$ cat config.mk
export PLATFORM = sky130hd
export DESIGN_NAME = serial_pattern_tx_flat
export DESIGN_NICKNAME = d
export VERILOG_FILES = /design/src/rtl/serial_pattern_tx_if.sv /design/src/rtl/serial_pattern_tx.sv /design/src/flat_wrapper.sv
export SDC_FILE = /design/constraint.sdc
export NUM_CORES = 1
export LEC_CHECK = 0
export CAP_MARGIN = 10
export CELL_PAD_IN_SITES_DETAIL_PLACEMENT = 0
export CELL_PAD_IN_SITES_GLOBAL_PLACEMENT = 1
export CORE_UTILIZATION = 45
export CTS_BUF_LIST = sky130_fd_sc_hd__clkbuf_8 sky130_fd_sc_hd__clkbuf_16
export DETAILED_ROUTE_END_ITERATION = 6
export PLACE_DENSITY_LB_ADDON = 0.3
export SLEW_MARGIN = 5
export SYNTH_ARGS = -nofsm -noshare
export SYNTH_HDL_FRONTEND = slang
export SYNTH_SLANG_ARGS = --single-unit
$ cat constraint.sdc
create_clock -name clk -period 4.2 [get_ports clk]
set_input_delay 0.84 -clock clk [delete_from_list [all_inputs] [get_ports clk]]
set_output_delay 0.84 -clock clk [all_outputs]
set_load 0.01 [all_outputs]
$ cat src/rtl/serial_pattern_tx_if.sv
// rtl/serial_pattern_tx_if.sv - request/serial-output bundle for serial_pattern_tx
interface serial_pattern_tx_if #(
  parameter int WIDTH = 8,
  parameter int LEN_W = 4
) ();
  logic             start;
  logic [WIDTH-1:0] pattern;
  logic [LEN_W-1:0] len;
  logic [3:0]       reps;
  logic             abort;
  logic             x;
  logic             x_valid;
  logic             busy;
  logic             frame_start;
  logic             done;

  // requester side: issues start/abort and the pattern description
  modport master (
    output start, pattern, len, reps, abort,
    input  x, x_valid, busy, frame_start, done
  );

  // transmitter side
  modport slave (
    input  start, pattern, len, reps, abort,
    output x, x_valid, busy, frame_start, done
  );
endinterface

$ cat src/rtl/serial_pattern_tx.sv
// rtl/serial_pattern_tx.sv - MSB-first serial pattern transmitter with repeats and idle gaps
module serial_pattern_tx #(
  parameter int   WIDTH      = 8,
  parameter int   LEN_W      = 4,
  parameter int   GAP_CYCLES = 2,
  parameter logic IDLE_BIT   = 1'b0
) (
  input  logic clk,
  input  logic rst,
  serial_pattern_tx_if.slave bus
);

  typedef enum logic [1:0] {S_IDLE, S_SHIFT, S_GAP, S_DONE} state_t;

  // gap counter counts down from GAP_CYCLES-1, so it only needs to hold that value
  localparam int               GW       = (GAP_CYCLES > 1) ? $clog2(GAP_CYCLES) : 1;
  localparam logic [GW-1:0]    GAP_LAST = (GAP_CYCLES > 0) ? GW'(GAP_CYCLES - 1) : '0;
  localparam logic [LEN_W-1:0] WIDTH_L  = LEN_W'(WIDTH);

  state_t           state;
  logic [LEN_W-1:0] idx;
  logic [GW-1:0]    gap_cnt;
  logic [3:0]       rep_cnt;   // repetitions still to send after the current one
  logic [WIDTH-1:0] pat;
  logic [LEN_W-1:0] len_r;

  logic [LEN_W-1:0] eff_len;
  logic [3:0]       eff_reps;

  // clamp the request: overlong lengths send the whole register, zero reps means one
  assign eff_len  = (bus.len > WIDTH_L) ? WIDTH_L : bus.len;
  assign eff_reps = (bus.reps == 4'd0) ? 4'd1 : bus.reps;

  // bit select through a shift so the index may be wider than log2(WIDTH)
  function automatic logic bit_at(input logic [WIDTH-1:0] p, input logic [LEN_W-1:0] i);
    logic [WIDTH-1:0] s;
    s = p >> i;
    return s[0];
  endfunction

  // control FSM; outputs are registered alongside the state they describe
  always_ff @(posedge clk or posedge rst) begin
    if (rst) begin
      state           <= S_IDLE;
      idx             <= '0;
      gap_cnt         <= '0;
      rep_cnt         <= '0;
      pat             <= '0;
      len_r           <= '0;
      bus.x           <= IDLE_BIT;
      bus.x_valid     <= 1'b0;
      bus.busy        <= 1'b0;
      bus.frame_start <= 1'b0;
      bus.done        <= 1'b0;
    end else begin
      bus.frame_start <= 1'b0;
      bus.done        <= 1'b0;
      case (state)
        S_IDLE, S_DONE: begin
          bus.x       <= IDLE_BIT;
          bus.x_valid <= 1'b0;
          bus.busy    <= 1'b0;
          state       <= S_IDLE;
          if (bus.start) begin
            pat   <= bus.pattern;
            len_r <= eff_len;
            if (eff_len == '0) begin
              state    <= S_DONE;
              bus.done <= 1'b1;
            end else begin
              state           <= S_SHIFT;
              idx             <= eff_len - 1'b1;
              rep_cnt         <= eff_reps - 4'd1;
              bus.x           <= bit_at(bus.pattern, eff_len - 1'b1);
              bus.x_valid     <= 1'b1;
              bus.busy        <= 1'b1;
              bus.frame_start <= 1'b1;
            end
          end
        end

        S_SHIFT, S_GAP: begin
          if (bus.abort) begin
            state       <= S_IDLE;
            idx         <= '0;
            gap_cnt     <= '0;
            rep_cnt     <= '0;
            bus.x       <= IDLE_BIT;
            bus.x_valid <= 1'b0;
            bus.busy    <= 1'b0;
          end else if (state == S_SHIFT && idx != '0) begin
            idx   <= idx - 1'b1;
            bus.x <= bit_at(pat, idx - 1'b1);
          end else if (state == S_SHIFT && rep_cnt == 4'd0) begin
            state       <= S_DONE;
            bus.done    <= 1'b1;
            bus.x       <= IDLE_BIT;
            bus.x_valid <= 1'b0;
            bus.busy    <= 1'b0;
          end else if (state == S_SHIFT && GAP_CYCLES > 0) begin
            state       <= S_GAP;
            rep_cnt     <= rep_cnt - 4'd1;
            gap_cnt     <= GAP_LAST;
            bus.x       <= IDLE_BIT;
            bus.x_valid <= 1'b0;
          end else if (state == S_GAP && gap_cnt != '0) begin
            gap_cnt <= gap_cnt - 1'b1;
          end else begin
            // start of the next repetition, either straight from SHIFT or after the gap
            if (state == S_SHIFT) rep_cnt <= rep_cnt - 4'd1;
            state           <= S_SHIFT;
            idx             <= len_r - 1'b1;
            bus.x           <= bit_at(pat, len_r - 1'b1);
            bus.x_valid     <= 1'b1;
            bus.frame_start <= 1'b1;
          end
        end

        default: begin
          state       <= S_IDLE;
          bus.x       <= IDLE_BIT;
          bus.x_valid <= 1'b0;
          bus.busy    <= 1'b0;
        end
      endcase
    end
  end

endmodule
$ cat src/flat_wrapper.sv
// flat-port wrapper written by rule: the top's interface ports become plain ports
module serial_pattern_tx_flat 
#(
  parameter int   WIDTH      = 8,
  parameter int   LEN_W      = 4,
  parameter int   GAP_CYCLES = 2,
  parameter logic IDLE_BIT   = 1'b0
)
  (clk, rst, bus_start, bus_pattern, bus_len, bus_reps, bus_abort, bus_x, bus_x_valid, bus_busy, bus_frame_start, bus_done);
  serial_pattern_tx_if #(.WIDTH(WIDTH), .LEN_W(LEN_W)) bus_i ();
  input  logic clk;
  input  logic rst;
  input wire logic [$bits(bus_i.start)-1:0] bus_start;
  input wire logic [$bits(bus_i.pattern)-1:0] bus_pattern;
  input wire logic [$bits(bus_i.len)-1:0] bus_len;
  input wire logic [$bits(bus_i.reps)-1:0] bus_reps;
  input wire logic [$bits(bus_i.abort)-1:0] bus_abort;
  output wire logic [$bits(bus_i.x)-1:0] bus_x;
  output wire logic [$bits(bus_i.x_valid)-1:0] bus_x_valid;
  output wire logic [$bits(bus_i.busy)-1:0] bus_busy;
  output wire logic [$bits(bus_i.frame_start)-1:0] bus_frame_start;
  output wire logic [$bits(bus_i.done)-1:0] bus_done;
  assign bus_i.start = bus_start;
  assign bus_i.pattern = bus_pattern;
  assign bus_i.len = bus_len;
  assign bus_i.reps = bus_reps;
  assign bus_i.abort = bus_abort;
  assign bus_x = bus_i.x;
  assign bus_x_valid = bus_i.x_valid;
  assign bus_busy = bus_i.busy;
  assign bus_frame_start = bus_i.frame_start;
  assign bus_done = bus_i.done;
  serial_pattern_tx #(.WIDTH(WIDTH), .LEN_W(LEN_W), .GAP_CYCLES(GAP_CYCLES), .IDLE_BIT(IDLE_BIT)) u_core (.clk(clk), .rst(rst), .bus(bus_i));
endmodule
; Word level (Yosys, flattened, before mapping)
; Index checks and enable logic that the tools add are counted.
[totals]
reg_bits = 28
latch_bits = 0
mem_bits_rw = 0
mem_bits_ro = 0
in_bits = 20
memories = 0
[classes]
addsub = 6
n_mul = 0
div_mod_pow = 0
magnitude_cmp = 1
n_eq_ne = 16
shift = 3
n_mux = 62
bitwise = 0
n_reduce_logical = 17
[ops]
columns = cell, n
row1 = 4-bit 2-to-1 mux, 15
row2 = 1-bit 2-to-1 mux, 32
row3 = 8-bit by 4-bit right shift with 1-bit output, 3
row4 = "4-bit by 1-bit subtractor with 4-bit output, second input constant", 5
row5 = 4-bit case mux with 2 select lines, 2
row6 = 2-bit 2-to-1 mux, 7
row7 = 4-bit zero test, 3
row8 = 1-bit case mux with 2 select lines, 5
row9 = 5-bit AND reduction, 2
row10 = "2-bit != test, second input constant", 4
row11 = "4-bit by 3-bit != test with 1-bit output, second input constant", 2
row12 = "3-bit by 2-bit != test with 1-bit output, second input constant", 2
row13 = "3-bit != test, second input constant", 2
row14 = "6-bit by 3-bit != test with 1-bit output, second input constant", 1
row15 = 2-bit AND reduction, 3
row16 = "5-bit by 3-bit != test with 1-bit output, second input constant", 1
row17 = "2-bit equality test, second input constant", 2
row18 = "4-bit > comparator, second input constant", 1
row19 = "4-bit != test, second input constant", 1
row20 = 2-bit case mux with 2 select lines, 1
row21 = 4-bit AND reduction, 1
row22 = 4-bit nonzero test, 1
row23 = 2-bit OR reduction, 2
row24 = 1-bit logical AND, 3
row25 = other kinds (4), 4

; Logic depth before layout (Yosys ltp)
[logic_depth]
ltp_word = 8
mapped_depth = 9
depth_no_buf = 7

; Worst setup path after synthesis
; Ideal clock, no wire load.
[synth_timing]
path_kind = input to register
start = in bus_len[3]
end = reg u_core.bus.x
setup_time_ps = 121
t_arrival_ps = 2263
required_time_ps = 4079
slack_ps = 1816
cell_stages = 5
n_path_buf = 0
cell_sequence = nand2b_4 > ha_1 > mux4_2 > a221o_1 > o22a_1
[synth_between]
elab_chain_len = 7
word_cells_on_any_way = 8
classes_between = add/sub: 1 / order compare: 1 / shift: 1 / mux: 4 / reduce/logical: 1
[synth_rtl]
columns = element, line
row1 = from (decl), flat_wrapper.sv:15  ; input wire logic [$bits(bus_i.len)-1:0] bus_len;
row2 = 4-bit > comparator, serial_pattern_tx.sv:31  ; assign eff_len = (bus.len > WIDTH_L) ? WIDTH_L : bus.len;
row3 = 4-bit 2-to-1 mux (*), serial_pattern_tx.sv:31
row4 = 4-bit by 1-bit subtractor with 4-bit output, serial_pattern_tx.sv:74  ; bus.x <= bit_at(bus.pattern, eff_len - 1'b1);
row5 = 8-bit by 4-bit right shift with 1-bit output, serial_pattern_tx.sv:37  ; s = p >> i;
row6 = 1-bit 2-to-1 mux (*), serial_pattern_tx.sv:67  ; if (eff_len == '0) begin
row7 = 1-bit 2-to-1 mux (*), serial_pattern_tx.sv:64  ; if (bus.start) begin
row8 = 1-bit case mux with 2 select lines (*), serial_pattern_tx.sv:58  ; case (state)
row9 = to (signal assigned), serial_pattern_tx.sv:74
row10 = to (signal assigned), serial_pattern_tx.sv:93  ; bus.x <= bit_at(pat, idx - 1'b1);
row11 = to (signal assigned), serial_pattern_tx.sv:113  ; bus.x <= bit_at(pat, len_r - 1'b1);
row12 = to (decl), serial_pattern_tx_if.sv:26  ; output x, x_valid, busy, frame_start, done
; Mark *: on every way between the ends. The rest lies on a longest branch, timed or not.
; A chain may end at the register's enable or synchronous reset.

; Final worst setup path
[layout_timing]
start = in bus_len[3]
end = reg u_core.idx[0]
[layout_between]
elab_chain_len = 6
word_cells_on_any_way = 9
classes_between = add/sub: 1 / order compare: 1 / eq/ne: 1 / mux: 4 / reduce/logical: 2
[layout_rtl]
columns = element, line
row1 = 4-bit > comparator, serial_pattern_tx.sv:31
row2 = 4-bit 2-to-1 mux (*), serial_pattern_tx.sv:31
row3 = 4-bit by 1-bit subtractor with 4-bit output, serial_pattern_tx.sv:72  ; idx <= eff_len - 1'b1;
row4 = 4-bit 2-to-1 mux, serial_pattern_tx.sv:67
row5 = 4-bit 2-to-1 mux, serial_pattern_tx.sv:64
row6 = 4-bit case mux with 2 select lines, serial_pattern_tx.sv:58
row7 = to (signal assigned), serial_pattern_tx.sv:72
row8 = to (signal assigned), serial_pattern_tx.sv:92  ; idx <= idx - 1'b1;
row9 = to (signal assigned), serial_pattern_tx.sv:112  ; idx <= len_r - 1'b1;
row10 = to (decl), serial_pattern_tx.sv:21  ; logic [LEN_W-1:0] idx;
; Mark *: on every way between the ends. The rest lies on a longest branch, timed or not. The select of a mux whose other input is x is not followed.

==> results.sh <==
export IMPL_outcome="finished clean"
export IMPL_vias_per_cell=5.780
export IMPL_place_area_um2=2054
export IMPL_ant_nets=0
export IMPL_cpLargestDelayFamily="simple AND/OR/NAND/NOR gates"
export IMPL_grt_overflow=0
export IMPL_synth_common_cells="28 x dfrtp_1, 20 x nor2_1, 14 x inv_1"
export IMPL_grtUsageTotal_pct=20.89
export IMPL_synth_seq_cells=28
export IMPL_synth_top_area_share_pct=39.41
export IMPL_r2r_end="u_core.bus.x"
export IMPL_grt_pass1_wl_um=6672
export IMPL_endpoint_kind="flop"
export IMPL_tritoncts="built"
export IMPL_yosys_warnings=0
export IMPL_post_cts_setup_buffers=0
export IMPL_drc_errors=0
export IMPL_slowest_delay_ps=570
export IMPL_h_tree_depth=1
export IMPL_crit_chain="clkdlybuf4s50_1 > nand2b_4 > ha_1 > or3b_2 > a21oi_1 > a21oi_2 > o21ai_0 > o221ai_1"
export IMPL_die_y_um=64.86
export IMPL_netlist_area_um2=1778
export IMPL_whs_endpoint="u_core.len_r[1]"
export IMPL_leakage_nw=0.9457
export IMPL_drv_cap=0
export IMPL_r2r_setup_slack_ps=1740
export IMPL_worstSetupPathType="input pin to flop"
export IMPL_grt_antenna_before_repair=0
export IMPL_std_cell_rows=22
export IMPL_fmax_ghz=0.3526
export IMPL_place_inst=240
export IMPL_synth_edf_count=0
export IMPL_area_delta_synth_final_pct=21.11
export IMPL_hold_path_class="flop to flop"
export IMPL_grt_pass1_vias=1432
export IMPL_final_cell_count_no_fill=245
export IMPL_setup_viol=0
export IMPL_stdcell_area_um2=2153
export IMPL_min_period_ps=2836
export IMPL_tightest_slew_ps=680.0
export IMPL_synth_area_leaders="dfrtp_1 39%, ha_1 7.0%, mux2_2 7.0%, mux4_2 6.3%, nor2_1 4.2%"
export IMPL_max_slew_margin_pct=54.56
export IMPL_cts_buffer_depth=2
export IMPL_p_per_area_nw_per_um2=743.6
export IMPL_cp_max_fo=9
export IMPL_setup_tns_final_ps=0
export IMPL_holdWs_ps=524.6
export IMPL_rsz0062_at_grt="no"
export IMPL_num_fill_cells=342
export IMPL_ioPinCount=25
export IMPL_clkTransAtPathRegs_ps=100
export IMPL_drive_gt1_share_pct=15.23
export IMPL_port_buffers=24
export IMPL_synth_ff_type="dfrtp_1"
export IMPL_worstHoldStart="u_core.len_r[1]"
export IMPL_drt_pass1_iterations=4
export IMPL_cp_required_ps=4350
export IMPL_cts_hold_fix_buffers=0
export IMPL_start_util_pct=47.85
export IMPL_pre_cts_ws_ps=1085
export IMPL_cts_buffers=3
export IMPL_async_flop_share_pct=100.0
export IMPL_syn_avg_cell_area_um2=10.22
export IMPL_insertedDiodeCount=0
export IMPL_cp_buffers_inverters=1
export IMPL_dr_first_iter_drc_count=85
export IMPL_fin_skew_ps=6.809
export IMPL_hold_violations=0
export IMPL_grt_max_degree=29
export IMPL_start_kind="input pin"
export IMPL_wire_per_inst_um=15.96
export IMPL_maxSlewViolCount=0
export IMPL_yosysMostFrequentCell="dfrtp_1"
export IMPL_finalCritPeriodShare_pct=67.53
export IMPL_final_nets=228
export IMPL_synthCells=174
export IMPL_r2r_start="u_core.state[0]"
export IMPL_arrival_ps=2990
export IMPL_root_buffer="clkbuf_8"
export IMPL_crit_slowest_cell="clkdlybuf4s50_1"
export IMPL_holdPathStages=2
export IMPL_yosysTopAreaCell="dfrtp_1"
export IMPL_fin_ws_ps=1364
export IMPL_worst_r2r_path_depth=7
export IMPL_synth_cell_type_count=44
export IMPL_core_area_um2=3716
export IMPL_hpwl_um=2998
export IMPL_drt_wl_total_um=3911
export IMPL_die_w_um=64.86
export IMPL_clk_latency_ps=290
export IMPL_gp_congestion=0.7817
export IMPL_syn_nets=204
export IMPL_synth_yosys_seq_area_share_pct=39.41
export IMPL_vias=1416
export IMPL_cts_resized=0
export IMPL_ir_drop_mv=0.3201
export IMPL_cts_sinks=28
export IMPL_dieArea_um2=4206
[metal layers]
metal,share of wire (%),global-route usage (%),routed length [um]
met3,3.1,3.873,120
met2,51,36.98,2010
met5,0,0,0
met4,2.0,8.056,78
met1,43,24.77,1701
[tightest hold or removal path, cell delays in order, from the launching register on]
cell and delay, ps:
dfrtp_1 380, nand2_1 50, o21ai_0 60
[final cells by class]
class / instances / area, um2 / share of cell area, %
clock buffers: 3 / 41.29 / 1.917
clock inverters: 1 / 30.03 / 1.395
flip-flops and latches: 28 / 700.7 / 32.54
inverters: 14 / 52.55 / 2.440
well taps: 48 / 60.06 / 2.789
multi-input cells: 126 / 1001 / 46.48
repair buffers: 25 / 267.8 / 12.43
[registers in the layout, summed over array words and instances (netlist names)]
signal,count
u_core.bus.busy,1
u_core.bus.done,1
u_core.bus.frame_start,1
u_core.bus.x,1
u_core.bus.x_valid,1
u_core.gap_cnt,1
u_core.idx,4
u_core.len_r,4
u_core.pat,8
u_core.rep_cnt,4
u_core.state,2
[power by group]
group          switching, mW  leakage [nW]  internal [mW]
logic                  0.443         0.567          0.432
clock network         0.0887        0.0357          0.128
registers              0.111         0.343          0.398
[worst max-delay path by stage]
stage	cells past startpoint	end	slack, ps	from
2_1_floorplan	5	u_core.bus.x	1820	bus_len[3]
3_3_place_gp	8	u_core.idx[0]	1180	bus_len[3]
3_5_place_dp	8	u_core.idx[0]	1080	bus_len[3]
4_1_cts	8	u_core.idx[0]	1380	bus_len[3]
5_1_grt	8	u_core.idx[0]	1170	bus_len[3]
6_report	8	u_core.idx[0]	1360	bus_len[3]
[logic make-up (layout without fill, tap and decap cells)]
kind of cell	after synthesis	in the layout	share of synthesized area (%)
AOI/OAI and AO/OA	43	43	15.91
xor gates and xnor gates	5	5	2.463
adders and majority gates	10	10	7.037
buffers and inverters	20	43	4.293
DFF	28	28	39.41
muxes	21	21	17.03
and+or+nand+nor	47	47	13.86
[per-stage QoR]
step | util (%) | power (mW)
finish | 57.95 | 1.601
global route | 57.95 | 1.726
CTS | 57.21 | 1.607
detailed placement | 55.29 | 1.388
global placement | 55.29 | 1.356
floorplan | - | 1.157
[cell usage in the layout, fill, tap and decap left out, drive strengths merged, types with 2 or more instances in the layout]
cell type / instances
a22oi: 2
mux2i: 4
or3b: 2
mux2: 11
inv: 14
clkdlybuf4s50: 24
dfrtp: 28
clkbuf: 3
nand2: 5
o22ai: 2
nor3: 3
a31o: 2
nor4: 3
a21oi: 13
a21o: 2
xor2: 5
mux4: 6
ha: 10
nand2b: 3
or2: 2
nand3: 2
o21ai: 10
a32oi: 2
nor2: 20
Note: power is estimated with default switching activity, not from simulation.
==> variant: new RTL, config.mk and constraints unchanged <==
`WIDTH` is set to 8 in 3 places; all go to 10.
--- a/src/rtl/serial_pattern_tx_if.sv
+++ b/src/rtl/serial_pattern_tx_if.sv
@@ -1,6 +1,6 @@
 // rtl/serial_pattern_tx_if.sv - request/serial-output bundle for serial_pattern_tx
 interface serial_pattern_tx_if #(
-  parameter int WIDTH = 8,
+  parameter int WIDTH = 10,
   parameter int LEN_W = 4
 ) ();
   logic             start;
--- a/src/rtl/serial_pattern_tx.sv
+++ b/src/rtl/serial_pattern_tx.sv
@@ -1,6 +1,6 @@
 // rtl/serial_pattern_tx.sv - MSB-first serial pattern transmitter with repeats and idle gaps
 module serial_pattern_tx #(
-  parameter int   WIDTH      = 8,
+  parameter int   WIDTH      = 10,
   parameter int   LEN_W      = 4,
   parameter int   GAP_CYCLES = 2,
   parameter logic IDLE_BIT   = 1'b0
--- a/src/flat_wrapper.sv
+++ b/src/flat_wrapper.sv
@@ -1,7 +1,7 @@
 // flat-port wrapper written by rule: the top's interface ports become plain ports
 module serial_pattern_tx_flat 
 #(
-  parameter int   WIDTH      = 8,
+  parameter int   WIDTH      = 10,
   parameter int   LEN_W      = 4,
   parameter int   GAP_CYCLES = 2,
   parameter logic IDLE_BIT   = 1'b0
Interface: changed (resized bus_pattern); port bits go from 25 to 27. The function was not compared with the original's and may differ.
==> variant against the original RTL <==
  * Clock power up 5%
  * Non-clock buffer count up 2
  * Synthesized area up 11%
  * Worst setup slack better by 260 ps
  * Global-route usage up 2.5 points
  * Critical path depth down 2
  * Sequential power up 13%
  * Worst hold slack better by 3.3 ps
  * Sequential cell count up 2
  * Maximum frequency up 9.9%
  * Routed wire length up 21%
  * Power up 11%
  * Final area up 8.6%
==> variant: results (changes against the original RTL) <==
Yosys
  • Mapped Nets: 236 (+16%)
  • Synth area leaders: dfrtp_1, mux2_2, ha_1
  • Top post-synthesis cells by count: dfrtp_1, nor2_1, nand2_1
  • Sequential area share after synthesis: 38.1% (-1.3 points)
  • Post-synthesis cell type count: 49 (+11%)

Power and ir drop
  • Static leakage: 0.997 nW (+5.5%)
  • Worst VDD drop: 0.000266 V (-17%)
  • Int Pwr: 0.00102 W (+6.3%)

Placed design
  • GPL Wtd Cong: 0.978 (+25%)
  • Hpwl dp: 3.55 mm (+18%)
  • Port buffer count: 26 (+8.3%)

Critical path
  • Max Fanout on Critical Path: 12 (+3)
  • Crit path DAT: 2780 ps (-210 ps)
  • Worst path max stage delay: 610 ps (+40 ps)

Route
  • Via count: 1680 (+19%)
  • Final WL: 4.74 mm (+21%)
  • Detailed Route Iter0 Violations: 86 (+1.2%)

GRT
  • Largest net degree at the start of global routing: 31 (+6.9%)
  • Vias in the first global route: 1642 (+15%)
  • First-pass GRT wire length: 7.78 mm (+17%)
  • GRT Util Overall: 23.4% (+2.5 points)

Cells and area
  • Number of flip-flops in the largest register: 10 (+2)
  • Share of cells above drive strength 1: 12.6% (-2.7 points)

CTS
  • CTS Buf Count: 5 (+2)
  • Clock slew at reported path FFs: 60 ps (-40 ps)
  • H-tree depth: 2 (+1)

Timing
  • Worst-margin pin slew: 738 ps (+58.2 ps)
  • Clock Skew: 4.75 ps (-2.06 ps)

Run status
  • Run status: completed
## variant: cell types whose count changed in the layout (fill, tap and decap cells not counted), sizes merged, moves of 3 or more
| cell | before | now |
|---|---|---|
| clkbuf | 3 | 6 |
| mux4 | 6 | 3 |
| xnor2 | 0 | 5 |
| nand2 | 5 | 17 |
| nor3 | 3 | 8 |
| xor2 | 5 | 1 |
| o21ai | 10 | 18 |
| ha | 10 | 7 |
## variant: power by group through the flow
stage                     logic [W]  registers (W)  clock network, W
after floorplan            0.000779       0.000527                 0
after global placement     0.000938       0.000567                 0
after detailed placement   0.000957       0.000581                 0
after CTS                  0.000964       0.000575          0.000232
after global routing        0.00107       0.000596          0.000247
final                      0.000975       0.000577          0.000227
## variant: path summary, 6_finish.rpt
check / startpoint / to / slack (ps) / cells after the start
setup / recovery: bus_len[3] / u_core.rep_cnt[3] / 1620 / 6
hold / removal: u_core.state[1] / u_core.state[1] / 530 / 1
setup reg to reg: u_core.state[0] / u_core.bus.x / 1700 / 6
hold reg to reg: u_core.state[1] / u_core.state[1] / 530 / 1
max in group asynchronous: rst / u_core.idx[3] / 3020 / 3
min in group asynchronous: rst / u_core.len_r[1] / 790 / 2
## variant: stage by stage
| stage | instances | instance area (sq um) | power [W] | hold slack (ps) | worst slack (ps) |
|---|---|---|---|---|---|
| finish | 281 | 2340 | 0.00178 | 528 | 1620 |
| global route | 281 | 2340 | 0.00191 | 550 | 1480 |
| CTS | 280 | 2310 | 0.00177 | 531 | 1690 |
| detailed placement | 274 | 2230 | 0.00154 | 515 | 1400 |
| global placement | 274 | 2230 | 0.00150 | 496 | 1520 |
| floorplan | 207 | 1970 | 0.00131 | 486 | 2230 |
## variant: cell type report
cell class | count | area [sq um]
flip-flops and latches | 30 | 751
clock buffers | 6 | 82.6
multi-input cells | 153 | 1100
fillers | 359 | 1750
inverters | 15 | 56.3
repair buffers | 27 | 288
well taps | 50 | 62.6
## variant: cell families (layout without fill, tap and decap cells)
family | Yosys count | count (layout) | synth area share, %
and+or+nand+nor | 59 | 59 | 14.7
AOI/OAI and AO/OA | 61 | 61 | 21.1
DFF | 30 | 30 | 38.1
buffers and inverters | 24 | 48 | 6.10
adders and majority gates | 7 | 7 | 4.45
xor gates and xnor gates | 6 | 6 | 2.67
muxes | 20 | 20 | 12.9
## variant: critical path, delay by kind of cell
kind / cells / cell delay (ps)
AO/OA/AOI/OAI: 4 / 820
buffers and inverters: 1 / 610
AND/OR/NAND/NOR: 1 / 520
## variant: layer usage
| metal | part of all wire [%] | vias to the layer above | global-route usage (%) |
|---|---|---|---|
| met1 | 44 | 815 | 27.2 |
| met2 | 49 | 48 | 40.4 |
| li1 | - | 803 | - |
| met4 | 2.8 | 0 | 10.9 |
| met3 | 3.9 | 14 | 5.17 |
| met5 | 0 | - | 0 |
